`src/rtl/clock_pkg.sv`:
```
// Shared definitions for the clock mode/alarm controller: state codes,
// edit-field widths and wrap limits.
package clock_pkg;

  localparam int H_W   = 5;
  localparam int M10_W = 3;
  localparam int M1_W  = 4;

  localparam logic [H_W-1:0]   H_MAX   = 5'd23;
  localparam logic [M10_W-1:0] M10_MAX = 3'd5;
  localparam logic [M1_W-1:0]  M1_MAX  = 4'd9;

  typedef enum logic [2:0] {
    ST_RUN     = 3'd0,
    ST_SET_H   = 3'd1,
    ST_SET_M10 = 3'd2,
    ST_SET_M1  = 3'd3,
    ST_ALM_H   = 3'd4,
    ST_ALM_M10 = 3'd5,
    ST_ALM_M1  = 3'd6
  } state_t;

endpackage

```
`src/rtl/clock_ctrl_key_edge.sv`:
```
// Press detector for one debounced active-low key: one history register,
// one-cycle press pulse on a 1 -> 0 transition.
module key_edge
  import clock_pkg::*;
(
  input  logic clk,
  input  logic rst_n,
  input  logic key,
  output logic press
);

  logic hist_reg;

  always_ff @(posedge clk or negedge rst_n) begin
    if (!rst_n) hist_reg <= 1'b1;
    else        hist_reg <= key;
  end

  assign press = hist_reg & ~key;

endmodule

```
`src/rtl/clock_ctrl.sv`:
```
// Mode/alarm controller for the 24-hour clock: key-driven time/alarm editing,
// one-cycle preset strobes, alarm ring with timeout. Optional snooze: SNOOZE_EN.
module clock_ctrl
  import clock_pkg::*;
#(
  parameter int RING_SEC   = 30,
  parameter int SNOOZE_SEC = 300
) (
  input  logic             iCLK,
  input  logic             iRSTn,
  input  logic             iKEY_MODE,
  input  logic             iKEY_INC,
  input  logic             iTICK_1S,
  input  logic [H_W-1:0]   iHOUR,
  input  logic [M10_W-1:0] iMIN10,
  input  logic [M1_W-1:0]  iMIN1,
  output logic             oPRSTn_H,
  output logic             oPRSTn_M10,
  output logic             oPRSTn_M1,
  output logic [H_W-1:0]   oDATA_H,
  output logic [M10_W-1:0] oDATA_M10,
  output logic [M1_W-1:0]  oDATA_M1,
  output logic [2:0]       oMODE,
  output logic [H_W-1:0]   oALM_H,
  output logic [M10_W-1:0] oALM_M10,
  output logic [M1_W-1:0]  oALM_M1,
  output logic             oARMED,
  output logic             oALARM
);

  localparam logic [7:0] RING_LAST = 8'(RING_SEC - 1);

  logic mode_press, inc_press;
  logic mode_act, inc_act;
  logic load_time, preset, commit, arm_toggle;
  logic inc_h, inc_m10, inc_m1;
  logic match_now, ring_start, ring_restart;

  state_t           state_reg, state_next;
  logic [H_W-1:0]   h_reg, alm_h_reg;
  logic [M10_W-1:0] m10_reg, alm_m10_reg;
  logic [M1_W-1:0]  m1_reg, alm_m1_reg;
  logic             prst_reg, armed_reg, alarm_reg;
  logic             match_reg, match_prev_reg;
  logic [7:0]       ring_cnt_reg;

  key_edge u_key_mode (.clk(iCLK), .rst_n(iRSTn), .key(iKEY_MODE), .press(mode_press));
  key_edge u_key_inc  (.clk(iCLK), .rst_n(iRSTn), .key(iKEY_INC),  .press(inc_press));

`ifdef SNOOZE_EN
  localparam logic [9:0] SNOOZE_END  = 10'(SNOOZE_SEC);
  localparam logic [9:0] SNOOZE_LAST = 10'(SNOOZE_SEC - 1);

  logic       snooze_reg;
  logic [9:0] snooze_cnt_reg;

  // A pending snooze holds at its end count until the state is back in RUN.
  assign ring_restart = snooze_reg && (state_reg == ST_RUN) &&
                        ((snooze_cnt_reg == SNOOZE_END) ||
                         (iTICK_1S && (snooze_cnt_reg == SNOOZE_LAST)));
  assign mode_act = mode_press & ~alarm_reg & ~snooze_reg;

  always_ff @(posedge iCLK or negedge iRSTn) begin
    if (!iRSTn) begin
      snooze_reg     <= 1'b0;
      snooze_cnt_reg <= '0;
    end else if (alarm_reg && inc_press && !mode_press) begin
      snooze_reg     <= 1'b1;
      snooze_cnt_reg <= '0;
    end else if (alarm_reg && mode_press) begin
      snooze_reg <= 1'b0;
    end else if (snooze_reg) begin
      if (mode_press || ring_restart || ring_start || (arm_toggle && armed_reg))
        snooze_reg <= 1'b0;
      else if (iTICK_1S && (snooze_cnt_reg != SNOOZE_END))
        snooze_cnt_reg <= snooze_cnt_reg + 1'b1;
    end
  end
`else
  assign ring_restart = 1'b0;
  assign mode_act     = mode_press & ~alarm_reg;
`endif

  // MODE wins over a simultaneous INC; any press while ringing only dismisses.
  assign inc_act = inc_press & ~mode_press & ~alarm_reg;

  always_ff @(posedge iCLK or negedge iRSTn) begin
    if (!iRSTn) state_reg <= ST_RUN;
    else        state_reg <= state_next;
  end

  always_comb begin
    state_next = state_reg;
    case (state_reg)
      ST_RUN:     if (mode_act) state_next = ST_SET_H;
      ST_SET_H:   if (mode_act) state_next = ST_SET_M10;
      ST_SET_M10: if (mode_act) state_next = ST_SET_M1;
      ST_SET_M1:  if (mode_act) state_next = ST_ALM_H;
      ST_ALM_H:   if (mode_act) state_next = ST_ALM_M10;
      ST_ALM_M10: if (mode_act) state_next = ST_ALM_M1;
      ST_ALM_M1:  if (mode_act) state_next = ST_RUN;
      default:    state_next = ST_RUN;
    endcase
  end

  always_comb begin
    load_time  = 1'b0;
    preset     = 1'b0;
    commit     = 1'b0;
    arm_toggle = 1'b0;
    inc_h      = 1'b0;
    inc_m10    = 1'b0;
    inc_m1     = 1'b0;
    case (state_reg)
      ST_RUN: begin
        load_time  = mode_act;
        arm_toggle = inc_act;
      end
      ST_SET_H, ST_ALM_H:     inc_h   = inc_act;
      ST_SET_M10, ST_ALM_M10: inc_m10 = inc_act;
      ST_SET_M1: begin
        preset = mode_act;
        inc_m1 = inc_act;
      end
      ST_ALM_M1: begin
        commit = mode_act;
        inc_m1 = inc_act;
      end
      default: ;
    endcase
  end

  // Fields keep the edited time through the strobe cycle, then take the alarm.
  always_ff @(posedge iCLK or negedge iRSTn) begin
    if (!iRSTn) begin
      h_reg    <= '0;
      m10_reg  <= '0;
      m1_reg   <= '0;
      prst_reg <= 1'b1;
    end else begin
      prst_reg <= ~preset;
      if (load_time) begin
        h_reg   <= iHOUR;
        m10_reg <= iMIN10;
        m1_reg  <= iMIN1;
      end else if (!prst_reg) begin
        h_reg   <= alm_h_reg;
        m10_reg <= alm_m10_reg;
        m1_reg  <= alm_m1_reg;
      end else begin
        if (inc_h)   h_reg   <= (h_reg   >= H_MAX)   ? '0 : h_reg   + 1'b1;
        if (inc_m10) m10_reg <= (m10_reg >= M10_MAX) ? '0 : m10_reg + 1'b1;
        if (inc_m1)  m1_reg  <= (m1_reg  >= M1_MAX)  ? '0 : m1_reg  + 1'b1;
      end
    end
  end

  always_ff @(posedge iCLK or negedge iRSTn) begin
    if (!iRSTn) begin
      alm_h_reg   <= '0;
      alm_m10_reg <= '0;
      alm_m1_reg  <= '0;
      armed_reg   <= 1'b0;
    end else if (commit) begin
      alm_h_reg   <= h_reg;
      alm_m10_reg <= m10_reg;
      alm_m1_reg  <= m1_reg;
      armed_reg   <= 1'b1;
    end else if (arm_toggle) begin
      armed_reg <= ~armed_reg;
    end
  end

  assign match_now  = ({iHOUR, iMIN10, iMIN1} == {alm_h_reg, alm_m10_reg, alm_m1_reg});
  assign ring_start = match_reg & ~match_prev_reg & (state_reg == ST_RUN) & armed_reg;

  always_ff @(posedge iCLK or negedge iRSTn) begin
    if (!iRSTn) begin
      match_reg      <= 1'b0;
      match_prev_reg <= 1'b0;
      alarm_reg      <= 1'b0;
      ring_cnt_reg   <= '0;
    end else begin
      match_reg      <= match_now;
      match_prev_reg <= match_reg;
      if (alarm_reg) begin
        if (mode_press || inc_press) begin
          alarm_reg <= 1'b0;
        end else if (iTICK_1S) begin
          if (ring_cnt_reg == RING_LAST) alarm_reg <= 1'b0;
          ring_cnt_reg <= ring_cnt_reg + 1'b1;
        end
      end else if (ring_start || ring_restart) begin
        alarm_reg    <= 1'b1;
        ring_cnt_reg <= '0;
      end
    end
  end

  assign oPRSTn_H   = prst_reg;
  assign oPRSTn_M10 = prst_reg;
  assign oPRSTn_M1  = prst_reg;
  assign oDATA_H    = h_reg;
  assign oDATA_M10  = m10_reg;
  assign oDATA_M1   = m1_reg;
  assign oMODE      = state_reg;
  assign oALM_H     = alm_h_reg;
  assign oALM_M10   = alm_m10_reg;
  assign oALM_M1    = alm_m1_reg;
  assign oARMED     = armed_reg;
  assign oALARM     = alarm_reg;

endmodule

```
`config.mk`:
```
export PLATFORM = sky130hd
export DESIGN_NAME = clock_ctrl
export DESIGN_NICKNAME = d
export VERILOG_FILES = /design/src/rtl/clock_pkg.sv /design/src/rtl/clock_ctrl_key_edge.sv /design/src/rtl/clock_ctrl.sv
export SDC_FILE = /design/constraint.sdc
export NUM_CORES = 1
export LEC_CHECK = 0
export ABC_AREA = 1
export BUFFER_PORTS_ARGS = -buffer_cell sky130_fd_sc_hd__buf_2
export CAP_MARGIN = 25
export CORE_ASPECT_RATIO = 1.5
export CORE_MARGIN = 3
export CORE_UTILIZATION = 52
export CTS_BUF_LIST = sky130_fd_sc_hd__clkbuf_8
export CTS_CLUSTER_DIAMETER = 200
export DETAILED_ROUTE_END_ITERATION = 10
export GPL_ROUTABILITY_DRIVEN = 0
export PLACE_DENSITY = 0.78
export SLEW_MARGIN = 5
export SYNTH_ARGS = -nofsm -noshare
export SYNTH_HDL_FRONTEND = slang
export SYNTH_HIERARCHICAL = 1
export SYNTH_SLANG_ARGS = --single-unit
```
`constraint.sdc`:
```
create_clock -name iCLK -period 1.4 [get_ports iCLK]
set_input_delay 0 -clock iCLK [delete_from_list [all_inputs] [get_ports iCLK]]
set_output_delay 0 -clock iCLK [all_outputs]
set_load 0.05 [all_outputs]
```
==> results of run 1 <==
-- what timing repair did --
action / CTS / global route
setup endpoints to repair: 37 / 39
hold buffers: 2 / 1
pin swaps: 7 / 4
hold endpoints to repair: 41 / 1
buffers inserted: 3 / 1
resized for setup: 24 / 17
cloned: 1 / 0
-- cells in the mapped netlist, drive strengths merged --
cell type / instances / area (um^2)
a21boi: 1 / 7.51
a21o: 1 / 7.51
a21oi: 12 / 63.8
buf: 10 / 95.1
clkbuf: 2 / 8.75
dfrtp: 39 / 976
dfstp: 3 / 78.8
ha: 8 / 100
inv: 46 / 173
mux2: 2 / 22.5
nand2: 116 / 468
nand3: 43 / 220
nand3b: 1 / 7.51
nand4: 9 / 56.3
nor2: 31 / 169
nor3: 2 / 10.0
nor3b: 1 / 7.51
nor4: 1 / 6.26
o21a: 1 / 7.51
o21ai: 24 / 158
or2: 2 / 12.5
xnor2: 4 / 35.0
xor2: 5 / 43.8
-- layout make-up --
| type | instances | area (um^2) | area share [%] |
|---|---|---|---|
| multi-input combinational | 265 | 1530 | 44.7 |
| sequential | 42 | 1070 | 31.3 |
| timing repair buffer | 74 | 485 | 14.2 |
| inverter | 46 | 176 | 5.14 |
| tap | 66 | 82.6 | 2.41 |
| clock buffer | 5 | 68.8 | 2.01 |
| clock inverter | 3 | 11.3 | 0.328 |
-- power by group --
part | internal, mW | switching, mW | total, mW
logic | 1.15 | 2.64 | 3.79
registers | 1.62 | 0.537 | 2.16
clock network | 0.333 | 0.410 | 0.743
total | 3.10 | 3.58 | 6.69
-- per-stage QoR --
stage               total power [mW]  util [%]  std cells
CTS                             6.58      67.5        499
detailed placement              5.75      63.1        485
global route                    7.16      69.1        501
floorplan                       4.84         -        364
finish                          6.69      69.1        501
global placement                5.67      63.1        485
-- kinds of logic after synthesis --
kind of cell / count (synthesis)
AO/OA/AOI/OAI: 39
XOR/XNOR: 9
adder cells (fa/ha/maj): 8
buffers and inverters: 58
flip-flops: 42
multiplexers: 2
AND/OR/NAND/NOR: 206
-- worst max-delay path, stage by stage, from the launching register on --
cell	delay, ps
dfstp_2	530
inv_1	40
nor2_2	90
nand2_1	110
nor2_4	170
inv_1	120
o21ai_4	220
inv_2	70
nand2_1	60
nand2_1	50
-- worst max path at each step --
| stage | startpoint | end | depth (start not counted) |
|---|---|---|---|
| 2_1_floorplan | oMODE[1] | ring_cnt_reg[5] | 9 |
| 3_3_place_gp | u_key_mode/hist_reg | oDATA_M10[2] | 10 |
| 3_5_place_dp | u_key_mode/hist_reg | oDATA_M10[0] | 10 |
| 4_1_cts | u_key_mode/hist_reg | oDATA_M1[2] | 12 |
| 5_1_grt | u_key_inc/hist_reg | oDATA_M10[0] | 9 |
| 6_report | u_key_inc/hist_reg | oDATA_M10[0] | 9 |
-- layout by cell type, fill, tap and decap left out, types with 2 or more instances in the layout --
| cell | instances |
|---|---|
| mux2_2 | 2 |
| dfrtp_1 | 27 |
| o21ai_4 | 3 |
| ha_1 | 8 |
| o21ai_1 | 13 |
| nor2_8 | 2 |
| buf_4 | 20 |
| buf_6 | 4 |
| nor2_2 | 2 |
| nand2_2 | 6 |
| nor2_1 | 18 |
| xor2_1 | 5 |
| dlygate4sd3_1 | 3 |
| buf_2 | 45 |
| dfstp_2 | 2 |
| dfrtp_2 | 12 |
| inv_2 | 6 |
| nand4_1 | 9 |
| clkbuf_8 | 5 |
| inv_1 | 42 |
| o21ai_0 | 3 |
| nand2_1 | 105 |
| o21ai_2 | 6 |
| nand3_4 | 2 |
| nand3_1 | 40 |
| nor3_1 | 2 |
| a21oi_1 | 11 |
| nor2_4 | 9 |
| xnor2_1 | 4 |
| nand2_4 | 5 |
-- per-layer routing --
| metal | vias up | part of all wire [%] | wire length (um) | track usage [%] |
|---|---|---|---|---|
| met5 | - | 0 | 0 | 0 |
| met4 | 0 | 1.3 | 91 | 7.61 |
| met3 | 10 | 3.9 | 274 | 2.50 |
| met2 | 59 | 55 | 3880 | 45.6 |
| met1 | 1248 | 39 | 2770 | 28.3 |
| li1 | 1296 | - | - | - |
==> reports/qor.txt, run 1 <==
layout cell share with drive strength beyond 1 = 32.2%
vias in the first global route = 2,523
slack of the worst reg-to-reg path = -160 ps
post-synthesis compound-gate area fraction = 8.92%
Avg Cell Area, Syn = 7.51 um^2
Critical Path AT = 1750 ps
sequential area share after synthesis = 38.6%
Startpoint Class = flip-flop
reg2reg end = oDATA_M10[0]
fin crit share = 111%
vias = 2,613
post-route cell area = 0.00343 mm^2
FILL cells = 443
total gr overflow = 0
drt first-iter violations = 103
Max Cap Violations = 0
Syn Nets = 389
DP Worst Slack = -164 ps
Hold Fails Final Rpt = 0
HPWL Detailed = 5010 um
critical path class = reg -> reg
Yosys Warn Count = 6
synthesized netlist cell count = 364
# rows = 31
IR drop worst, VDD = 0.00161 V
Die H = 94.8 um
P_leak = 1.79 nW
Slew Viols, Final = 0
Adder-Cell Fraction of Synth Area = 3.66%
antenna cells = 0
status = complete, but fails checks
Setup-failing EPs final = 29
Routed WL = 7010 um
Antenna Nets Post-Route = 0
Hold Path Depth = 5
fin crit period = 1560 ps
synth-to-layout area growth = 25.4%
Starting Density = 55.1%
CTS H-tree lvls = 2
clock-pin slew on the worst setup and hold paths = 80 ps
gr usage total = 24.3%
Mapped Area = 0.00273 mm^2
unrepaired setup endpoints after global routing = true
worst slew pin tran = 548 ps
Setup crit end kind = flip-flop
post-synthesis register bit count = 42
clock net sink count = 42
CP required = 1590 ps
Hold Path Origin = iMIN1[1]
core area = 0.00496 mm^2
Num CTS Buffers = 5
main combinational cell family by area after synthesis = simple AND/OR/NAND/NOR gates
fmax = 0.642 GHz
pwr dens = 1950 mW/mm^2
final worst slack = -158 ps
full die area = 0.00618 mm^2
Detailed Routing Iterations Pass 1 = 4
first-pass GRT wire length = 11,800 um
clk buf depth = 2
Worst R2R Path Depth = 9
number of antenna violations at the first check in global routing = 0
RR Startpoint = u_key_inc/hist_reg
CTS root buffer = clkbuf_8
mux contribution to synthesized area = 0.824%
# port buffers = 48
vias per inst = 5.22
Worst Hold End = oDATA_M1[1]
largest net degree at the start of global routing = 43
Post-Synth Simple-Gate Area = 35.0%
CP max FO = 4
violated checks = negative setup slack
Synth Area in XOR/XNOR = 2.88%
Final Net Count = 459
placed standard-cell area = 0.00313 mm^2
max reg flops = 8
wire per inst = 14.0 um
Clock Skew = 6.02 ps
DR DRC count = 0
post-route setup TNS = -2710 ps
min-delay worst type = in -> reg
Hold Slack = 33.7 ps
chip width = 65.2 um
CTS tree = done
Synth cell types = 39
worst skew pair latency = 300 ps
Worst slew margin = 63.4%
IO Count = 49
Note: power is estimated with default switching activity, not from simulation.
==> run 2, diff against run 1 <==
CORE_UTILIZATION = 60   (was 52)
PLACE_DENSITY = 0.85   (was 0.78)
clock period = 1.9 ns   (was 1.4 ns; I/O delays follow)
==> reports/qor.txt, run 2 (synthesis gave the netlist of run 1 again) <==
commonest non-fill, non-tap cell in the layout = nand2_1
post-CTS setup buffers = 0
Slew Viols, Final = 0
fmax = 0.591 GHz
Worst R2R Path Depth = 9
Startpoint Class = flip-flop
CTS H-tree lvls = 2
Hold Fails Final Rpt = 0
Clock Skew = 1.75 ps
wire per inst = 13.8 um
status = complete, no violations
Num CTS Buffers = 5
cts repair resizes = 0
first-pass GRT wire length = 10,900 um
Antenna Nets Post-Route = 0
Clock power frac = 14.8%
unrepaired setup endpoints after global routing = false
worst skew pair latency = 310 ps
CP top delay family = simple AND/OR/NAND/NOR gates
fin crit period = 1690 ps
# port buffers = 48
largest net degree at the start of global routing = 23
CP most frequent cell = nand2_1
Critical Path AT = 1900 ps
min-delay worst type = in -> reg
DR DRC count = 0
Hold Path Depth = 3
clock net sink count = 42
chip width = 61.1 um
Switching Fraction = 52.7%
largest incremental delay on the critical path = 520 ps
Setup crit end kind = flip-flop
Starting Density = 63.3%
total power = 4.84 mW
Routed WL = 6380 um
Final Net Count = 441
clk buf depth = 2
fin crit share = 89.1%
CP required = 2110 ps
P_leak = 1.68 nW
Psw = 2.55 mW
Internal = 2.29 mW
full die area = 0.00542 mm^2
layout cell share with drive strength beyond 1 = 22.5%
Gate power share = 52.5%
IO Count = 49
worst slew pin tran = 512 ps
commonest non-fill, non-tap cells in the layout = nand2_1 (109), buf_2 (48), inv_1 (44)
vias per inst = 5.36
Final Util = 72.1%
# rows = 29
Max Cap Violations = 0
vias in the first global route = 2,440
number of antenna violations at the first check in global routing = 0
gr usage total = 27.0%
drt first-iter violations = 126
clock-pin slew on the worst setup and hold paths = 80 ps
Critical path buffers and inverters = 2
CP max FO = 18
HPWL Detailed = 4770 um
critical path class = reg -> reg
number of cells on the critical path = 9
total gr overflow = 0
Worst slew margin = 65.8%
sequential share of power = 32.7%
Detailed Routing Iterations Pass 1 = 4
post-route setup TNS = 0 ps
Setup-failing EPs final = 0
Post-CTS Hold Buffers = 3
Slowest-stage cell, CP = dfstp_2
max reg flops = 8
Die H = 88.7 um
pwr dens = 1550 mW/mm^2
CTS root buffer = clkbuf_8
CP Cell Sequence = inv_1 > nor2_2 > nand2_1 > nor2_8 > nor2_8 > o21ai_2 > inv_1 > nand2_1 > nand2_1
IR drop worst, VDD = 0.00115 V
antenna cells = 0
core area = 0.00432 mm^2
CTS tree = done
synth-to-layout area growth = 13.9%
vias = 2,482
-- run 2: cell types whose count changed in the layout (fill, tap and decap cells not counted), sizes merged --
cell	before	now
inv	48	47
o21ai	25	24
buf	71	54
bufinv	0	1
-- run 2: worst paths after layout --
path | from | endpoint | slack (ps)
max | u_key_mode/hist_reg | oDATA_M10[2] | 210
max reg2reg | u_key_mode/hist_reg | oDATA_M10[2] | 210
min reg2reg | match_reg | match_prev_reg | 380
min in group asynchronous | iRSTn | ring_cnt_reg[4] | 190
min | iTICK_1S | ring_cnt_reg[0] | 20
max in group asynchronous | iRSTn | oPRSTn_H | 970
-- run 2: metal layers --
metal	wire length [um]	part of all wire, %	vias up	track usage [%]
li1	-	-	1255	-
met1	2480	39	1156	30.1
met2	3470	54	56	48.3
met3	265	4.2	15	4.53
met4	158	2.5	0	12.0
met5	0	0	-	0
-- run 2: worst reg2reg max path, stage by stage (launching register included) --
cell     delay (ps)
dfstp_2         520
inv_1            40
nor2_2          130
nand2_1         160
nor2_8          270
nor2_8          110
o21ai_2         140
inv_1           110
nand2_1          70
nand2_1          50
-- run 2: power groups by stage --
stage	clock network [mW]	registers (mW)	logic (mW)
after global placement	0	1.58	2.47
final	0.718	1.58	2.54
after global routing	0.771	1.64	2.79
after CTS	0.728	1.58	2.55
after detailed placement	0	1.59	2.53
after floorplan	0	2.35	1.18
-- run 2: layout make-up --
| type | instances | area [um^2] |
|---|---|---|
| multi-input cells | 264 | 1400 |
| fillers | 378 | 1200 |
| clock buffers | 5 | 68.8 |
| repair buffers | 57 | 315 |
| inverters | 46 | 173 |
| clock inverters | 3 | 41.3 |
| well taps | 46 | 57.6 |
| flip-flops and latches | 42 | 1050 |
-- run 2: metrics by stage --
step                      setup WS (ps)  hold slack, ps  instances  instance area [um^2]
after floorplan                     329            -296        364                  2730
after global placement              296           -2.88        452                  2970
after detailed placement            230           0.825        452                  2970
after CTS                           214            12.2        463                  3110
after global routing               84.1            20.7        463                  3110
final                               208            20.5        463                  3110
